**src/rtl/draw_scheduler.sv**
```systemverilog
// Frame draw sequencer: arbitrates clear, egg, basket and game-over engines
// onto one VGA write port, with a per-engine watchdog and overrun counting.
module draw_scheduler #(
    parameter int TIMEOUT = 20000
) (
    input  logic       clock,
    input  logic       resetn,
    input  logic       frame_tick,
    input  logic       game_over,
    input  logic       clr_done,
    input  logic       egg_done,
    input  logic       bsk_done,
    input  logic       go_done,
    input  logic [7:0] clr_x,
    input  logic [6:0] clr_y,
    input  logic [2:0] clr_c,
    input  logic [7:0] egg_x,
    input  logic [6:0] egg_y,
    input  logic [2:0] egg_c,
    input  logic [7:0] bsk_x,
    input  logic [6:0] bsk_y,
    input  logic [2:0] bsk_c,
    input  logic [7:0] go_x,
    input  logic [6:0] go_y,
    input  logic [2:0] go_c,
    output logic       clr_en,
    output logic       egg_en,
    output logic       bsk_en,
    output logic       go_en,
    output logic [7:0] vga_x,
    output logic [6:0] vga_y,
    output logic [2:0] colour,
    output logic       plot,
    output logic       busy,
    output logic       frame_done,
    output logic [7:0] overrun_cnt,
    output logic       timeout_err
);

    typedef enum logic [2:0] {
        IDLE,
        CLEAR,
        EGG,
        BASKET,
        GAMEOVER,
        HOLD
    } state_t;

    state_t      state;
    state_t      state_nx;
    logic [14:0] wd;
    logic        engine;
    logic        engine_nx;
    logic        cur_done;
    logic        expire;
    logic        fin;
    logic [7:0]  cur_x;
    logic [6:0]  cur_y;
    logic [2:0]  cur_c;

    always_comb begin
        cur_done = 1'b0;
        cur_x    = clr_x;
        cur_y    = clr_y;
        cur_c    = clr_c;
        case (state)
            CLEAR: begin
                cur_done = clr_done;
            end
            EGG: begin
                cur_done = egg_done;
                cur_x    = egg_x;
                cur_y    = egg_y;
                cur_c    = egg_c;
            end
            BASKET: begin
                cur_done = bsk_done;
                cur_x    = bsk_x;
                cur_y    = bsk_y;
                cur_c    = bsk_c;
            end
            GAMEOVER: begin
                cur_done = go_done;
                cur_x    = go_x;
                cur_y    = go_y;
                cur_c    = go_c;
            end
            default: ;
        endcase
    end

    always_comb begin
        engine = (state == CLEAR) || (state == EGG) ||
                 (state == BASKET) || (state == GAMEOVER);
        expire = engine && (wd == 15'(TIMEOUT - 1));
        fin    = engine && (cur_done || expire);
        state_nx = state;
        case (state)
            IDLE: begin
                if (frame_tick)
                    state_nx = game_over ? GAMEOVER : CLEAR;
            end
            CLEAR:    if (fin) state_nx = EGG;
            EGG:      if (fin) state_nx = BASKET;
            BASKET:   if (fin) state_nx = IDLE;
            GAMEOVER: if (fin) state_nx = HOLD;
            HOLD:     if (!game_over) state_nx = IDLE;
            default:  state_nx = IDLE;
        endcase
        engine_nx = (state_nx == CLEAR) || (state_nx == EGG) ||
                    (state_nx == BASKET) || (state_nx == GAMEOVER);
    end

    always_ff @(posedge clock) begin
        if (!resetn) begin
            state       <= IDLE;
            clr_en      <= 1'b0;
            egg_en      <= 1'b0;
            bsk_en      <= 1'b0;
            go_en       <= 1'b0;
            plot        <= 1'b0;
            vga_x       <= 8'd0;
            vga_y       <= 7'd0;
            colour      <= 3'd0;
            busy        <= 1'b0;
            frame_done  <= 1'b0;
            overrun_cnt <= 8'd0;
            timeout_err <= 1'b0;
            wd          <= 15'd0;
        end else begin
            state  <= state_nx;
            clr_en <= state_nx == CLEAR;
            egg_en <= state_nx == EGG;
            bsk_en <= state_nx == BASKET;
            go_en  <= state_nx == GAMEOVER;
            busy   <= engine_nx;
            // First cycle of each engine state is left unplotted for ROM settle
            plot   <= engine_nx && (state_nx == state);
            frame_done <= (state == BASKET) && fin;
            if (state_nx != state)
                wd <= 15'd0;
            else if (engine)
                wd <= wd + 15'd1;
            if (fin && !cur_done)
                timeout_err <= 1'b1;
            if (engine && frame_tick && overrun_cnt != 8'hff)
                overrun_cnt <= overrun_cnt + 8'd1;
            if (engine) begin
                vga_x  <= cur_x;
                vga_y  <= cur_y;
                colour <= cur_c;
            end
        end
    end

endmodule

```
**config.mk**
```make
export PLATFORM = sky130hd
export DESIGN_NAME = draw_scheduler
export DESIGN_NICKNAME = d
export VERILOG_FILES = /design/src/rtl/draw_scheduler.sv
export SDC_FILE = /design/constraint.sdc
export NUM_CORES = 1
export LEC_CHECK = 0
export CAP_MARGIN = 20
export CORE_ASPECT_RATIO = 1.5
export CORE_MARGIN = 3
export CORE_UTILIZATION = 45
export CTS_CLUSTER_SIZE = 20
export DETAILED_ROUTE_END_ITERATION = 12
export GPL_ROUTABILITY_DRIVEN = 0
export PLACE_DENSITY = 0.86
export SETUP_SLACK_MARGIN = 0.02
export SYNTH_ARGS = -nofsm -noshare
export SYNTH_HDL_FRONTEND = slang
export SYNTH_SLANG_ARGS = --single-unit
```
**constraint.sdc**
```tcl
create_clock -name clock -period 3.75 [get_ports clock]
set_clock_uncertainty 0.1 [all_clocks]
set_input_delay 0.75 -clock clock [delete_from_list [all_inputs] [get_ports clock]]
set_output_delay 0.75 -clock clock [all_outputs]
set_load 0.05 [all_outputs]
```
# --- After elaboration in Yosys (flattened, before gate mapping) ---
# Index checks and enable logic that the tools add are counted.
classes:
  n_mux: 12
  n_reduce_logical: 17
  n_addsub: 2
  n_eq_ne: 13
  n_bitwise: 1
op_table:
  columns: ["op", "n"]
  rows:
  - ["8-bit case mux with 3 select lines", 1]
  - ["3-bit 2-to-1 mux", 7]
  - ["7-bit case mux with 3 select lines", 1]
  - ["3-bit case mux with 6 select lines", 1]
  - ["15-bit by 1-bit adder with 15-bit output (second input constant)", 1]
  - ["15-bit equality test (second input constant)", 1]
  - ["3-bit by 2-bit equality test with 1-bit output (second input constant)", 4]
  - ["3-bit equality test (second input constant)", 3]
  - ["3-bit case mux with 3 select lines", 1]
  - ["8-bit by 1-bit adder with 8-bit output (second input constant)", 1]
  - ["8-bit inequality test (second input constant)", 1]
  - ["1-bit logical AND", 7]
  - ["1-bit logical OR", 7]
  - ["3-bit by 1-bit equality test with 1-bit output (second input constant)", 2]
  - ["1-bit case mux with 4 select lines", 1]
  - ["3-bit equality test", 1]
  - ["3-bit logical NOT", 1]
  - ["3-bit inequality test", 1]
  - ["2-bit OR reduction", 1]
  - ["1-bit logical NOT", 1]
  - ["1-bit NOT", 1]
totals:
  ff_bits: 52
  in_bits: 80
  output_inout_bits: 34

# --- Logic depth before layout (Yosys ltp) ---
# Gate-level depths: netlist of the first run.
logic_depth:
  word_depth: 14
  ltp_mapped: 8

# --- Worst setup path before layout of the first run ---
# Ideal clock, no wire load.
synth_timing:
  kind: "input port to flip-flop"
  start: "in clr_done"
  end: "reg wd[5]"
  t_arrival_ps: 2120
  setup_slack_ps: 1467
  required_ps: 3586
  path_buffers: 1
  setup_ps: 64
  stages: 6
  cell_sequence: "mux2_4 > nor2b_4 > or2_1 > a2111o_2 > buf_6 > nor2_2"
synth_via:
  elab_chain_len: 7
  elab_cells_between_ends: 10
  classes_between: "eq/ne (1); mux (6); reduce/logical (3)"
synth_lines:
  columns: ["item", "line", "rtl"]
  rows:
  - ["start, declared", "10", "input logic clr_done,"]
  - ["1-bit case mux with 4 select lines (*)", "66", "case (state)"]
  - ["1-bit logical OR (*)", "96", "fin = engine && (cur_done || expire);"]
  - ["1-bit logical AND (*)", "96", null]
  - ["3-bit 2-to-1 mux (on tied branches)", null, null]
  - ["3-bit case mux with 6 select lines (*)", "98", "case (state)"]
  - ["3-bit inequality test (*)", "140", "if (state_nx != state)"]
  - ["2-bit OR reduction (no line) (*)", null, null]
  - ["end signal, assigned", "143", "wd <= wd + 15'd1;"]
  - ["end, declared", "51", "logic [14:0] wd;"]
# Every way passes the cells marked *; elsewhere a longest branch is shown, timed or not.
# A chain may end at the register's enable or synchronous reset.

# --- Worst setup path in the final report of the first run ---
layout_timing:
  start: "reg state[1]"
  end: "reg clr_en"
layout_via:
  elab_chain_len: 10
  elab_cells_between_ends: 21
  classes_between: "eq/ne (6); mux (8); reduce/logical (7)"
layout_lines:
  columns: ["item", "line", "rtl"]
  rows:
  - ["start, declared", "49", "state_t state;"]
  - ["start signal, assigned", "131", "state <= state_nx;"]
  - ["3-bit by 1-bit equality test with 1-bit output / 3-bit by 2-bit equality test with 1-bit output (equally long branches)", "66, 93, 98", null]
  - ["1-bit logical OR (2 in series)", "93", "engine = (state == CLEAR) || (state == EGG) ||"]
  - ["1-bit logical OR", "94", "(state == BASKET) || (state == GAMEOVER);"]
  - ["1-bit logical AND", "95", "expire = engine && (wd == 15'(TIMEOUT - 1));"]
  - ["1-bit logical OR", "96", null]
  - ["1-bit logical AND", "96", null]
  - ["3-bit 2-to-1 mux (on tied branches)", null, null]
  - ["3-bit case mux with 6 select lines (*)", "98", null]
  - ["3-bit by 1-bit equality test with 1-bit output (*)", "132", "clr_en <= state_nx == CLEAR;"]
  - ["end signal, assigned", "117", "clr_en <= 1'b0;"]
  - ["end signal, assigned", "132", null]
  - ["end, declared", "26", "output logic clr_en,"]
# Marked as above.

==> results of run 1 <==
kinds of logic (layout without fill, tap and decap cells):
family          count (synthesis)  in the layout  share of synthesized area (%)
flops                          52             52                           36.0
xor+xnor                       23             23                           7.23
mux                             2              2                          0.866
buf+inv                        30            130                           4.59
compound gates                 93             93                           21.0
simple gates                  156            156                           29.5
fa+ha+maj                       2              2                          0.866
metal layers:
layer | part of all wire, % | vias to the layer above | track usage, %
met2 | 53 | 97 | 43.9
met4 | 3.5 | 0 | 12.8
met5 | 0 | - | 0
li1 | - | 1493 | -
met1 | 39 | 1399 | 26.4
met3 | 4.8 | 27 | 4.35
cells in the final DEF, fill, tap and decap left out, types with 2 or more instances in the layout:
cell type	Yosys	routed
clkdlybuf4s50_1	0	113
dfxtp_1	52	52
a21oi_1	44	44
nor2_1	38	37
nor3_1	23	23
nor2b_1	22	21
a211oi_1	19	19
a221oi_1	19	19
nand2_1	17	17
xor2_1	12	12
nor2_2	10	11
nand3_1	10	10
xnor2_1	10	10
nand4_1	7	7
buf_4	0	7
clkbuf_8	0	6
nor4_1	5	5
o21ai_0	4	4
nor3b_1	4	4
inv_1	3	3
nand2b_1	3	3
or3_1	2	2
nand3b_1	2	2
or4b_2	2	2
nor4b_1	2	2
ha_1	2	2
through the flow:
step           area, um^2  cells  hold slack [ns]  worst slack [ns]
2_1_floorplan        2890    358            0.366              1.47
3_3_place_gp         4050    525            0.375             0.964
3_5_place_dp         4050    525            0.387             0.933
4_1_cts              4140    532            0.400             0.928
5_1_grt              4140    532            0.430             0.725
6_report             4140    532            0.400             0.950
flip-flops by register name, summed over array words and instances (netlist names), 3 cells and up:
| signal | cells |
|---|---|
| wd | 15 |
| overrun_cnt | 8 |
| vga_x | 8 |
| vga_y | 7 |
| colour | 3 |
| state | 3 |
worst max-delay path by stage:
stage	cells past startpoint	startpoint	endpoint	slack [ns]
2_1_floorplan	6	clr_done	wd[5]	1.47
4_1_cts	6	state[1]	clr_en	0.93
5_1_grt	6	state[1]	clr_en	0.72
3_5_place_dp	6	bsk_done	wd[1]	0.93
6_report	6	state[1]	clr_en	0.95
3_3_place_gp	6	clr_done	wd[1]	0.96
power by group through the flow:
stage / Clock (mW) / Sequential [mW] / Combinational [mW]
after global routing: 0.357 / 0.643 / 0.610
after global placement: 0 / 0.646 / 0.557
after floorplan: 0 / 0.772 / 0.221
after detailed placement: 0 / 0.648 / 0.566
final: 0.332 / 0.636 / 0.567
after CTS: 0.336 / 0.635 / 0.569
final cells by class:
type	instances	area [um^2]
multi-input cells	276	1720
inverters	3	11.3
clock inverters	1	8.76
flip-flops and latches	52	1040
well taps	74	92.6
fillers	509	2030
clock buffers	6	82.6
repair buffers	120	1180
worst max-delay path, cell delays in order (launching register included):
cell	delay, ns
dfxtp_1	0.52
buf_4	0.31
xnor2_2	0.79
nor2_1	0.07
a211oi_1	0.56
a21oi_1	0.17
and2_1	0.16
==> flow_summary_export.csv, run 1 <==
group,metric,value,unit
worst_hold_path,hold-path-cell-count,2,
worst_setup_path,r2r_start,"state[1]",
logic_synthesis,netlist_area,2890,um^2
global_routing,overflow,0,
floorplan,die_h,104,um
logic_synthesis,synth_nets,440,
clocking,htree_num_levels,2,
power,p_per_area,371,nW/um^2
worst_setup_path,cp-start-kind,"flip-flop",
global_routing,grt_pass1_vias,3184,
layout,antenna_cells,0,
layout,drive_gt1_share,7.64,%
floorplan,initial_core_util,46.8,%
layout,syn_to_final_growth,43.3,%
global_routing,grt_max_degree,37,
logic_synthesis,seq_area_frac_synth,36.0,%
timing,max_freq,357,MHz
power,swShare,36.2,%
logic_synthesis,ys_types,46,
layout,nets,540,
routing,vias,3016,
worst_setup_path,crit_required,3.86,ns
power,clockPowerShare,21.6,%
timing,finalSetupViolations,0,
logic_synthesis,synth_common_cells,"52 x dfxtp_1, 44 x a21oi_1, 38 x nor2_1, 23 x nor3_1, 22 x nor2b_1",
routing,dr.first_iter.drc_count,225,
worst_setup_path,end_kind,"flip-flop",
job,drv_cap,0,
timing,fin_tns_setup,0,ns
worst_setup_path,cp.arrival,2.91,ns
routing,detail-route-antenna-nets,0,
routing,firstDrtPassIters,4,
clocking,cts_buffers,5,
placed_design,dp_hpwl,6.42,mm
routing,wl_per_cell,16.6,um
timing,rsz0062_at_grt,"false",
global_routing,antenna_found_initial,0,
power,pwr-share-seq,41.4,%
clocking,cts_buffer_depth,2,
worst_setup_path,timing.rr.end,"clr_en",
power,power,1.53,mW
floorplan,core_area,6170,um^2
routing,routed_via_density,5.67,
clocking,path_clk_slew,0.09,ns
clocking,cts_tree,"yes",
power,power_leakage,1.41,nW
floorplan,die_w,71.4,um
worst_hold_path,holdPathEnd,"colour[0]",
timing,final_max_slew_viol_count,0,
power,ir_drop,0.000260,V
clocking,clkSinkCount,52,
clocking,postCtsSetupBuffers,0,
floorplan,num_io_pins,114,
power,p_int,980,uW
placed_design,port_buffers,113,
timing,maxSlewHeadroom,34.2,%
timing,finalCriticalPeriod,2.80,ns
layout,final_util,67.1,%
floorplan,die_area,7440,um^2
worst_setup_path,crit_path_max_fanout,19,
logic_synthesis,synth_area_leader_cell,"dfxtp_1",
logic_synthesis,ys_top_cells_by_area,"dfxtp_1 36%, a21oi_1 7.6%, a221oi_1 5.8%, a211oi_1 4.9%, nor2_1 4.9%",
timing,final_hold_viol_count,0,
worst_hold_path,hold_path.class,"flip-flop to flip-flop",
outcome,status,"finished clean",
power,p_switching,555,uW
power,comb_power_share,37.0,%
logic_synthesis,synthArstFlopShare,0,%
global_routing,grt_pass1_wl,14.7,mm
worst_setup_path,r2r_setup_slack,0.95,ns
timing,worst_pin_slew,0.983,ns
worst_hold_path,min_from,"colour[0]",
floorplan,num_rows,35,
routing,drc,0,
logic_synthesis,synth_edf_count,0,
worst_setup_path,r2r_cells,6,
logic_synthesis,ys.flop_type,"dfxtp_1",
global_routing,grt_usage,24.5,%
timing,period_share,74.7,%
routing,wl,8.81,mm
clocking,cts_root_buffer,"clkbuf_8",
clocking,cts_resized,0,
logic_synthesis,yosysTopAreaCellShare,36.0,%
worst_setup_path,critical_path_class,"flip-flop to flip-flop",
logic_synthesis,yosysMostFrequentCell,"dfxtp_1",
clocking,insertion_delay,0.31,ns
logic_synthesis,synth_seq_cells,52,
clocking,cts_hold_buf,0,
logic_synthesis,avgSynthCellArea,8.07,um^2
logic_synthesis,syn-instance-count,358,
logic_synthesis,synth_warnings,0,
Power figures use the tool's default switching activity.
==> run 2: changes to the inputs <==
--- a/config.mk
+++ b/config.mk
@@ -8,11 +8,11 @@
 export CAP_MARGIN = 20
 export CORE_ASPECT_RATIO = 1.5
 export CORE_MARGIN = 3
-export CORE_UTILIZATION = 45
+export CORE_UTILIZATION = 40
 export CTS_CLUSTER_SIZE = 20
 export DETAILED_ROUTE_END_ITERATION = 12
 export GPL_ROUTABILITY_DRIVEN = 0
-export PLACE_DENSITY = 0.86
+export PLACE_DENSITY = 0.82
 export SETUP_SLACK_MARGIN = 0.02
 export SYNTH_ARGS = -nofsm -noshare
 export SYNTH_HDL_FRONTEND = slang
==> constraint.sdc (replaced) <==
create_clock -name clock -period 2.4 [get_ports clock]
set_clock_uncertainty 0.1 [all_clocks]
set_input_delay 0.48 -clock clock [delete_from_list [all_inputs] [get_ports clock]]
set_output_delay 0.48 -clock clock [all_outputs]
set_load 0.05 [all_outputs]
==> run 2 against run 1 <==
Against the previous run:
- combinational power increased by 63%
- non-clock buffer count increased by 12
- routed wire length increased by 1.3%
- clock power increased by 54%
- core utilization decreased by 6.0 points
- design area increased by 2.4%
- power increased by 57%
- critical endpoint is now wd[1]
- highest routed layer unchanged
==> flow_summary_export.csv, run 2 (synthesis results as in run 1) <==
group,metric,value,unit
power,p_per_area,569,nW/um^2
floorplan,initial_core_util,41.6,%
placed_design,port_buffers,113,
routing,dr.first_iter.drc_count,230,
timing,period_share,94.0,%
routing,wl_per_cell,16.3,um
worst_setup_path,r2r_cells,5,
worst_setup_path,crit_required,2.54,ns
floorplan,num_rows,37,
power,power_leakage,1.47,nW
layout,antenna_cells,0,
floorplan,core_area,6940,um^2
job,drv_cap,0,
layout,largest_reg_flops,15,
layout,drive_gt1_share,10.2,%
timing,max_freq,443,MHz
timing,maxSlewHeadroom,55.3,%
timing,timing.hold.ws,0.399,ns
clocking,htree_num_levels,2,
clocking,cts_buffer_depth,2,
routing,detail-route-antenna-nets,0,
floorplan,num_io_pins,114,
layout,largestRegisters,"wd: 15 flops, overrun_cnt: 8 flops, vga_x: 8 flops",
worst_hold_path,hold_path.class,"flip-flop to flip-flop",
global_routing,grt_usage,22.0,%
outcome,status,"finished clean",
worst_setup_path,end_kind,"flip-flop",
floorplan,die_w,75.4,um
global_routing,antenna_found_initial,0,
routing,routed_via_density,5.66,
worst_setup_path,cp.arrival,2.39,ns
floorplan,die_area,8300,um^2
placed_design,dp_hpwl,6.69,mm
placed_design,pre_cts_slack,-0.189,ns
worst_hold_path,hold-path-cell-count,2,
layout,final_common_cell,"clkdlybuf4s50_1",
global_routing,grt_pass1_vias,3059,
worst_setup_path,crit_path_max_fanout,15,
floorplan,die_h,110,um
routing,wl,8.93,mm
clocking,clkSinkCount,52,
timing,finalSetupViolations,0,
global_routing,grt_pass1_wl,14.3,mm
layout,layout_common_cells,"113 x clkdlybuf4s50_1, 51 x dfxtp_1, 44 x a21oi_1",
global_routing,overflow,0,
clocking,postCtsSetupBuffers,0,
timing,finalCriticalPeriod,2.26,ns
clocking,cts_buffers,5,
global_routing,grt_max_degree,29,
clocking,cts_tree,"yes",
worst_setup_path,critical_path_class,"input port to flip-flop",
layout,regMostFlops,"wd",
clocking,cts_root_buffer,"clkbuf_8",
timing,fin_ws,0.145,ns
layout,nets,552,
timing,fin_tns_setup,0,ns
routing,vias,3106,
timing,final_hold_viol_count,0,
routing,drc,0,
routing,firstDrtPassIters,5,
timing,worst_pin_slew,0.670,ns
timing,final_max_slew_viol_count,0,
worst_setup_path,cp-start-kind,"input port",
power,ir_drop,0.000358,V
layout,syn_to_final_growth,46.7,%
power,power,2.41,mW
clocking,path_clk_slew,0.10,ns
clocking,insertion_delay,0.31,ns
timing,rsz0062_at_grt,"false",
## run 2: cell count changes in the layout (fill, tap and decap cells not counted), sizes merged
cell | before | now
clkinvlp | 0 | 1
buf | 7 | 19
## run 2: through the flow
stage | util [%] | area [um^2] | cells
2_1_floorplan | - | 2890 | 358
3_3_place_gp | 59.7 | 4150 | 541
3_5_place_dp | 59.7 | 4150 | 541
4_1_cts | 61.0 | 4240 | 549
5_1_grt | 61.0 | 4240 | 549
6_report | 61.0 | 4240 | 549
## run 2: final timing paths
check / from / end / slack [ns]
worst max-delay path: clr_done / wd[1] / 0.14
worst min-delay path: vga_x[3] / vga_x[3] / 0.40
worst max register to register: state[1] / wd[1] / 0.20
worst min register to register: vga_x[3] / vga_x[3] / 0.40
## run 2: per-layer routing
layer,part of all wire (%),track usage [%],up-vias,routed length (um)
met2,54,39.7,95,4780
met1,39,25.1,1475,3500
li1,-,-,1522,-
met5,0,0,-,0
met4,1.6,6.88,0,147
met3,5.6,4.81,14,501
## run 2: area by class of cell
class / count / area [um^2]
Sequential cell: 52 / 1040
Timing Repair Buffer: 132 / 1270
Fill cell: 609 / 2710
Clock buffer: 6 / 72.6
Multi-Input combinational cell: 276 / 1730
Inverter: 3 / 11.3
Clock inverter: 2 / 16.3
Tap cell: 78 / 97.6
## run 2: power by group
| part | switching (mW) | internal, mW | leakage (nW) |
|---|---|---|---|
| clock | 0.303 | 0.208 | 0.0414 |
| combinational | 0.537 | 0.386 | 1.00 |
| sequential | 0.0465 | 0.933 | 0.425 |
| total | 0.886 | 1.53 | 1.47 |
## run 2: repair_timing
action | 4_1_cts | 5_1_grt
hold buffers | 0 | 0
endpoints found under the setup margin | 5 | 0
gates resized for setup | 1 | 0
## run 2: critical path: stages
cell and delay, ns:
clkdlybuf4s50_1 0.42, mux2_4 0.28, nor2b_4 0.13, or2_1 0.24, a2111o_2 0.66, a21oi_1 0.17
